## src/rtl/wtm_mac_4bit.sv

```systemverilog
// wtm_mac_4bit: 4x4 Wallace-tree multiply-accumulate engine for dot-product jobs.
module wtm_mac_4bit #(
  parameter int ACC_W = 12,
  parameter int LEN_W = 4
) (
  input  logic             clk,
  input  logic             rst_n,
  input  logic             start,
  input  logic [LEN_W-1:0] len,
  input  logic             in_valid,
  output logic             in_ready,
  input  logic [3:0]       a,
  input  logic [3:0]       b,
  output logic             out_valid,
  input  logic             out_ready,
  output logic [ACC_W-1:0] sum,
  output logic             ovf,
  output logic             busy
);
  localparam logic [1:0] IDLE = 2'd0, RUN = 2'd1, DRAIN = 2'd2, DONE = 2'd3;

  function automatic logic [1:0] ha(input logic x, input logic y);
    return {x & y, x ^ y};
  endfunction

  function automatic logic [1:0] fa(input logic x, input logic y, input logic z);
    return {(x & y) | (z & (x ^ y)), x ^ y ^ z};
  endfunction

  logic [1:0] state, state_nx;
  logic [LEN_W:0] rem;
  logic [7:0] prod, prod_q, row_x, row_y;
  logic prod_v, ovf_q, hs, acc_c;
  logic [ACC_W-1:0] acc, acc_nx;
  logic [1:0] h1, f2, f3, f4, h5, g2, t3, u4, u5, u6;

  // First reduction layer: 16 partial-product bits down to at most 3 per column
  assign h1 = ha(a[0] & b[1], a[1] & b[0]);
  assign f2 = fa(a[0] & b[2], a[1] & b[1], a[2] & b[0]);
  assign f3 = fa(a[0] & b[3], a[1] & b[2], a[2] & b[1]);
  assign f4 = fa(a[1] & b[3], a[2] & b[2], a[3] & b[1]);
  assign h5 = ha(a[2] & b[3], a[3] & b[2]);
  // Second layer leaves two rows; a[3]&b[0] and a[3]&b[3] were carried over untouched
  assign g2 = ha(h1[1], f2[0]);
  assign t3 = fa(f2[1], f3[0], a[3] & b[0]);
  assign u4 = ha(f3[1], f4[0]);
  assign u5 = ha(f4[1], h5[0]);
  assign u6 = ha(h5[1], a[3] & b[3]);
  assign row_x = {u6[1], u6[0], u5[0], u4[0], t3[0], g2[0], h1[0], a[0] & b[0]};
  assign row_y = {1'b0, u5[1], u4[1], t3[1], g2[1], 3'b000};

  // Final carry-propagate ripple adder of the two reduced rows
  always_comb begin
    logic c;
    c = 1'b0;
    prod = '0;
    for (int i = 0; i < 8; i++) {c, prod[i]} = fa(row_x[i], row_y[i], c);
  end

  assign hs = in_valid & in_ready;
  assign {acc_c, acc_nx} = {1'b0, acc} + {{(ACC_W - 7){1'b0}}, prod_q};

  // Next-state: DRAIN is a single cycle so the last captured product lands before DONE
  always_comb begin
    state_nx = state;
    if (state == IDLE) state_nx = start ? RUN : IDLE;
    else if (state == RUN) state_nx = (hs && rem == (LEN_W + 1)'(1)) ? DRAIN : RUN;
    else if (state == DRAIN) state_nx = DONE;
    else state_nx = out_ready ? IDLE : DONE;
  end

  // Job state, pair counter, product pipeline register and sticky-overflow accumulator
  always_ff @(posedge clk or negedge rst_n)
    if (!rst_n) begin
      state  <= IDLE;
      rem    <= '0;
      prod_q <= '0;
      prod_v <= 1'b0;
      acc    <= '0;
      ovf_q  <= 1'b0;
    end else begin
      state  <= state_nx;
      prod_v <= hs;
      if (hs) prod_q <= prod;
      if (state == IDLE && start) begin
        rem   <= {len == '0, len};
        acc   <= '0;
        ovf_q <= 1'b0;
      end else begin
        if (hs) rem <= rem - 1'b1;
        if (prod_v) begin
          acc   <= acc_nx;
          ovf_q <= ovf_q | acc_c;
        end
      end
    end

  assign in_ready  = state == RUN;
  assign out_valid = state == DONE;
  assign busy      = state != IDLE;
  assign sum       = acc;
  assign ovf       = ovf_q;
endmodule

```

## config.mk

```make
export PLATFORM = sky130hd
export DESIGN_NAME = wtm_mac_4bit
export DESIGN_NICKNAME = d
export VERILOG_FILES = /design/src/rtl/wtm_mac_4bit.sv
export SDC_FILE = /design/constraint.sdc
export NUM_CORES = 1
export LEC_CHECK = 0
export BUFFER_PORTS_ARGS = -buffer_cell sky130_fd_sc_hd__buf_4
export CORE_ASPECT_RATIO = 0.6
export CORE_MARGIN = 4
export CORE_UTILIZATION = 30
export DETAILED_ROUTE_END_ITERATION = 8
export PLACE_DENSITY = 0.46
export REMOVE_ABC_BUFFERS = 1
export SLEW_MARGIN = 25
export SYNTH_ARGS = -nofsm -noshare
export SYNTH_HDL_FRONTEND = slang
export SYNTH_SLANG_ARGS = --single-unit
export TNS_END_PERCENT = 10
```

## constraint.sdc

```tcl
create_clock -name clk -period 3.92 [get_ports clk]
set_input_delay 0.98 -clock clk [delete_from_list [all_inputs] [get_ports clk]]
set_output_delay 0.98 -clock clk [all_outputs]
set_load 0.02 [all_outputs]
```

==> key figures, run 1 <==
Final layout
  • Ant diodes: 0
  • Nets@finish: between 200 and 300
  • Finished Cell Area: roughly 2400 sq um
  • Layout area overhead: 21.3%
  • Finished Layout Cells: 324
  • Filler Cells Inserted: about 630
  • Share of cells above drive strength 1: 18.8%

GRT
  • Number of global-route vias before repair: ~1.5k
  • Largest net degree at the start of global routing: 30
  • Initial antenna violation count: 0
  • Grt ovf: 0
  • Global-route wire length before repair: between 7000 and 8000 microns
  • Total track usage: 12.0%

Synthesis
  • Sequential area share after synthesis: 36.8%
  • Commonest cells post-synth: nand2_1, dfrtp_1, ha_1
  • Seq cells post-synth: 29
  • Synth Warn #: 0
  • Post-synth EDFFs: 0
  • Yosys top cell by area: dfrtp_1
  • Post-Syn Instances: between 200 and 250
  • Post-Syn Area per Cell: about 9.7 sq um
  • Ys flop type: dfrtp_1
  • Synth top area cells: dfrtp_1, ha_1, fa_1
  • Top-count cell post-synth: nand2_1
  • Top-area cell type share of the netlist area: a little under two fifths
  • Ys async rst share: 100%
  • Synth cell types: 46
  • Mapped Area: about 2000 sq um

STA
  • Worst Skew: 0.00387 ns
  • Setup TNS: 0 ns
  • Final Hold Viols: 0
  • Max Slew Vio Count: 0
  • Fin crit period: approximately 3.5 ns
  • Period utilization: 88.2%
  • Peak Freq: just under 0.3 GHz
  • Setup Viol. Count Final: 0
  • Slew margin rel.: between 50% and 60%
  • Worst-margin pin slew: around 0.63 ns
  • RSZ-0062 raised after global routing: no

Min path
  • WHS Path Cells: 2
  • Hold endpoint: prod_q[0]
  • Hold Startpoint: prod_q[0]
  • Hold WC Path Type: reg2reg

Power and ir drop
  • Sequential Power Share: between 30 and 40%
  • Worst VDD drop: 0.335 mV
  • Internal power: just over 0.001 W
  • Sw Ratio: a little over two fifths
  • Clk pwr share: approximately 14%
  • Combinational power share: 55.2%
  • Static leakage: about 1.2 nW
  • PwrDens: around 760 nW/um^2
  • Switch Pwr: between 0.0007 and 0.0008 W

Critical path
  • Worst r2r path cells: 6
  • Slowest stage delay, CP: between 0.5 and 0.6 ns
  • CP Launch Type: input port
  • Critical path's slowest cell: fa_1
  • CP Cell Sequence: buf_4, and2_1, fa_1, fa_1, ha_1, fa_1, inv_1, fa_1, fa_1, xor2_1, o21ai_1
  • Cell mode on critical path: fa_1
  • Reg-to-reg startpoint: sum[4]
  • R2r setup slk: 1.79 ns
  • Setup crit end kind: register
  • Req. time, crit path: 4.06 ns
  • Reg-to-Reg End: sum[9]
  • CP Class: in2reg
  • Critical path arrival: approximately 3.6 ns
  • Crit-path max FO: 4

Drt
  • Via count: between 1.5k and 2k
  • Detailed-route vias per instance: ~4.7
  • DRC errors left: 0
  • Pre-antenna DRT Iters: 4
  • Post-DR wirelength/cell: roughly 14 microns
  • Violation count after the first detailed-routing iteration: 39
  • Routed Antenna Nets: 0
  • DRT Wirelength: approximately 4500 microns

Floorplan
  • Rows: 22
  • Die X: roughly 110 microns
  • IO Count: 33
  • DIE HEIGHT: approximately 71 microns
  • Starting Density: 31.6%
  • Die ar.: about 8000 sq um
  • Core area: ~6200 sq um

Place
  • Port bufs: 32
  • Detail Placement HPWL: between 3000 and 4000 microns
  • Area after DPL: about 2300 sq um
  • Placer congestion estimate: 0.724
  • Placed Instances: around 320

Clocking
  • Clock slew at reported path FFs: 0.06 ns
  • Clock latency on the worst-skew pair: roughly 0.28 ns
  • TritonCTS clock tree: built
  • Clk root buf: clkbuf_8
  • H-tree depth: 2
  • Clk sinks: 29
  • Post-cts gate resize count: 0
  • Cts bufs inserted: 5
  • Setup Buffers After CTS: 0
  • # hold bufs at CTS: 0
  • Clk buf depth: 2

Run
  • Maxcap violations: 0

Status
  • Status: completed
==> final cells by class <==
class | count | area, sq um | share of cell area, %
multi-input combinational | 158 | 1180 | 49.4
timing repair buffer | 32 | 240 | 10.0
inverter | 14 | 52.6 | 2.20
clock buffer | 7 | 86.3 | 3.61
sequential | 29 | 726 | 30.3
tap | 84 | 105 | 4.39
==> power groups by stage <==
stage          clock network [W]  registers (W)  logic (W)
2_1_floorplan                  0       0.000604   0.000658
3_3_place_gp                   0       0.000570    0.00101
3_5_place_dp                   0       0.000568    0.00100
4_1_cts                 0.000259       0.000565    0.00101
5_1_grt                 0.000275       0.000588    0.00113
6_report                0.000251       0.000565    0.00101
==> cell families (layout without fill, tap and decap cells) <==
family                   count (synthesis)  after routing  share of synthesized area, %
AND/OR/NAND/NOR                         80             80                          20.7
AO/OA/AOI/OAI                           40             40                          14.2
flip-flops                              29             29                          36.8
adder cells (fa/ha/maj)                 25             25                          18.9
buffers and inverters                   17             53                          3.24
XOR/XNOR                                 7              7                          3.11
multiplexers                             6              6                          3.11
==> worst max-delay path by stage <==
stage / startpoint / to / cells after the start / slack [ns]
after floorplan: a[0] / prod_q[7] / 10 / 0.39
after detailed placement: a[0] / prod_q[7] / 11 / 0.14
after global routing: a[0] / prod_q[7] / 11 / 0.32
after global placement: a[0] / prod_q[7] / 11 / 0.17
after CTS: a[0] / prod_q[7] / 11 / 0.44
final: a[0] / prod_q[7] / 11 / 0.46
==> metrics by stage <==
| step | util [%] | worst slack, ns | power (W) | hold slack, ns |
|---|---|---|---|---|
| after floorplan | - | 0.386 | 0.00126 | 0.443 |
| after global placement | 36.9 | 0.168 | 0.00158 | 0.462 |
| after detailed placement | 36.9 | 0.138 | 0.00157 | 0.473 |
| after CTS | 38.3 | 0.436 | 0.00184 | 0.489 |
| after global routing | 38.3 | 0.321 | 0.00199 | 0.535 |
| final | 38.3 | 0.464 | 0.00182 | 0.484 |
==> placed cells by master, fill, tap and decap left out, drive strengths merged, types with 2 or more instances in the layout <==
| cell type | synthesis | final |
|---|---|---|
| buf | 1 | 32 |
| a21oi | 2 | 2 |
| nor4b | 2 | 2 |
| or3 | 2 | 2 |
| inv | 14 | 14 |
| dfrtp | 29 | 29 |
| and3 | 3 | 3 |
| o21ai | 16 | 16 |
| nand2b | 3 | 3 |
| and2 | 15 | 15 |
| nor3 | 5 | 5 |
| nor2 | 11 | 11 |
| xnor2 | 5 | 5 |
| xor2 | 2 | 2 |
| a21o | 4 | 4 |
| ha | 17 | 17 |
| a32o | 2 | 2 |
| nand2 | 32 | 32 |
| mux2i | 5 | 5 |
| clkbuf | 2 | 7 |
| a31oi | 4 | 4 |
| nor2b | 2 | 2 |
| o211ai | 2 | 2 |
| fa | 8 | 8 |
==> sequential cells by signal (all words and copies together) (netlist names) <==
register and flops:
ovf 1, state 2, prod_q 8, sum 12
prod_v 1, rem 5
==> worst max-delay path: cells and delay by family <==
| kind | cells | cell delay (ns) |
|---|---|---|
| AO/OA/AOI/OAI | 1 | 0.07 |
| XOR/XNOR | 1 | 0.14 |
| adder cells (fa/ha/maj) | 6 | 2.07 |
| buffers and inverters | 2 | 0.17 |
| AND/OR/NAND/NOR | 1 | 0.17 |
==> routing by layer <==
metal	part of all wire, %	GRT usage [%]	up-vias
li1	-	-	780
met1	59	19.6	715
met2	36	14.4	29
met3	4.5	3.76	8
met4	1.1	3.20	0
met5	0	0	-
Note: power is estimated with default switching activity, not from simulation.
==> run 2: changes to the inputs <==
- CORE_MARGIN: 4 -> 10
==> run 2 against run 1 <==
Compared with the run above:
- cell count up 0.31%
- core utilization down 0.060 points
- sequential share of layout area hardly changed
- via count rose by 0.33%
- total power barely moved
- critical path depth is the same
- global-route usage decreased by 2.8 points
- non-clock buffer count stayed put
- die area is 29% higher
- maximum frequency decreased by 0.75%
==> key figures, run 2 (synthesis results as in run 1) <==
Status
  • Status: completed

Critical path
  • R2r setup slk: around 1.8 ns
  • Reg-to-Reg End: sum[9]
  • Crit-path leading delay family: adder cells
  • Reg-to-reg startpoint: sum[4]
  • CP Launch Type: input port
  • CP Cell Sequence: buf_4, and2_1, fa_1, fa_1, ha_1, fa_1, inv_1, fa_1, fa_1, xor2_1, o21ai_1
  • Slowest stage delay, CP: between 0.5 and 0.6 ns
  • Critical path arrival: 3.62 ns
  • Crit-path max FO: 4
  • Setup crit end kind: register
  • Worst r2r path cells: 6
  • Req. time, crit path: a little over 4 ns
  • Critical path's slowest cell: fa_1
  • Cell mode on critical path: fa_1
  • CP Class: in2reg
  • Worst Path Buf+Inv: 2

GRT
  • Number of global-route vias before repair: around 1.5k
  • Total track usage: just over 9%
  • Initial antenna violation count: 0
  • Grt ovf: 0
  • Global-route wire length before repair: 7820 microns
  • Largest net degree at the start of global routing: 30

STA
  • Final Hold Viols: 0
  • Fin crit period: between 3 and 4 ns
  • Max Slew Vio Count: 0
  • Setup TNS: 0 ns
  • RSZ-0062 raised after global routing: no
  • Setup Viol. Count Final: 0
  • Worst Skew: approximately 0.011 ns
  • Period utilization: between 80 and 90%
  • Peak Freq: roughly 0.29 GHz
  • Slew margin rel.: a little under three fifths
  • Worst-margin pin slew: approximately 0.64 ns

Clocking
  • Clk buf depth: 2
  • # hold bufs at CTS: 0
  • Clk sinks: 29
  • TritonCTS clock tree: built
  • Clock slew at reported path FFs: roughly 0.070 ns
  • Cts bufs inserted: 5
  • H-tree depth: 2
  • Clock latency on the worst-skew pair: between 0.2 and 0.3 ns
  • Clk root buf: clkbuf_8
  • Post-cts gate resize count: 0
  • Setup Buffers After CTS: 0

Place
  • Area after DPL: around 2300 sq um
  • Detail Placement HPWL: approximately 3600 microns
  • Port bufs: 32
  • Placed Instances: roughly 320
  • Placer congestion estimate: roughly 0.76

Drt
  • DRT Wirelength: about 4700 microns
  • Routed Antenna Nets: 0
  • Violation count after the first detailed-routing iteration: 63
  • DRC errors left: 0
  • Pre-antenna DRT Iters: 4
  • Via count: between 1.5k and 2k
  • Post-DR wirelength/cell: 14.4 microns
  • Detailed-route vias per instance: roughly 4.7

Power and ir drop
  • Combinational power share: a little under three fifths
  • Worst VDD drop: ~0.35 mV
  • Switch Pwr: 0.000812 W
  • Sequential Power Share: between 30% and 40%
  • Internal power: 0.00101 W
  • Clk pwr share: 13.6%
  • Static leakage: 1.17 nW
  • PwrDens: roughly 760 nW/um^2
  • Sw Ratio: between 40 and 50%

Min path
  • WHS Path Cells: 2
  • Hold WC Path Type: reg2reg
  • Hold Startpoint: prod_q[0]
  • Hold endpoint: prod_q[0]

Final layout
  • Share of cells above drive strength 1: a little under a fifth
  • Combined area of the multi-input logic cells: between 1000 and 1500 sq um
  • Ant diodes: 0
  • Layout area overhead: 21.1%
  • Most frequent cells in the layout: nand2_1, buf_4, dfrtp_1, ha_1, and2_1
  • Register area: just over 700 sq um
  • Filler Cells Inserted: roughly 620
  • Nets@finish: between 200 and 300
  • Finished Cell Area: between 2000 and 2500 sq um
  • Finished Layout Cells: roughly 330
  • Largest register FFs: 12

Floorplan
  • Die X: 125 microns
  • Rows: 22
  • DIE HEIGHT: around 83 microns
  • IO Count: 33
  • Die ar.: about 10000 sq um
  • Core area: 6250 sq um
  • Starting Density: between 30% and 40%

Run
  • Maxcap violations: 0
-- run 2: stage by stage --
stage          power [W]  utilization [%]  worst slack [ns]  hold slack, ns
2_1_floorplan    0.00126                -             0.386           0.443
3_3_place_gp     0.00159             36.9             0.160           0.467
3_5_place_dp     0.00158             36.9             0.107           0.481
4_1_cts          0.00183             38.2             0.402           0.499
5_1_grt          0.00199             38.2             0.262           0.530
6_report         0.00182             38.2             0.437           0.488
-- run 2: layout make-up --
type	instances	area share (%)
clock buffer	6	3.04
clock inverter	2	0.419
inverter	14	2.20
multi-input combinational	158	49.5
sequential	29	30.4
tap	84	4.40
timing repair buffer	32	10.1
-- run 2: worst max-delay path by stage --
stage	slack, ns	start	cells past startpoint	end
3_3_place_gp	0.16	a[0]	11	prod_q[7]
6_report	0.44	a[0]	11	prod_q[7]
3_5_place_dp	0.11	a[0]	11	prod_q[7]
4_1_cts	0.40	a[0]	11	prod_q[7]
5_1_grt	0.26	a[0]	11	prod_q[7]
2_1_floorplan	0.39	a[0]	10	prod_q[7]
-- run 2: power by group through the flow --
stage               Combinational, W  Clock, W  Sequential (W)
finish                       0.00101  0.000249        0.000564
global route                 0.00113  0.000268        0.000588
CTS                          0.00102  0.000251        0.000564
detailed placement           0.00101         0        0.000568
global placement             0.00102         0        0.000570
floorplan                   0.000658         0        0.000604
-- run 2: metal layers --
| metal | track usage (%) | routed length [microns] | part of all wire, % | vias to the layer above |
|---|---|---|---|---|
| li1 | - | - | - | 785 |
| met2 | 11.5 | 1770 | 38 | 28 |
| met4 | 2.51 | 38 | 0.81 | 0 |
| met3 | 3.24 | 234 | 5.0 | 5 |
| met1 | 13.8 | 2650 | 56 | 719 |
| met5 | 0 | 0 | 0 | - |
-- run 2: worst reg2reg max path, stage by stage (launching register included) --
cell and delay (ns):
dfrtp_1 0.41, ha_1 0.36, and3_1 0.20, a2111o_1 0.49, a41oi_2 0.32, or3_1 0.16
a21oi_2 0.05
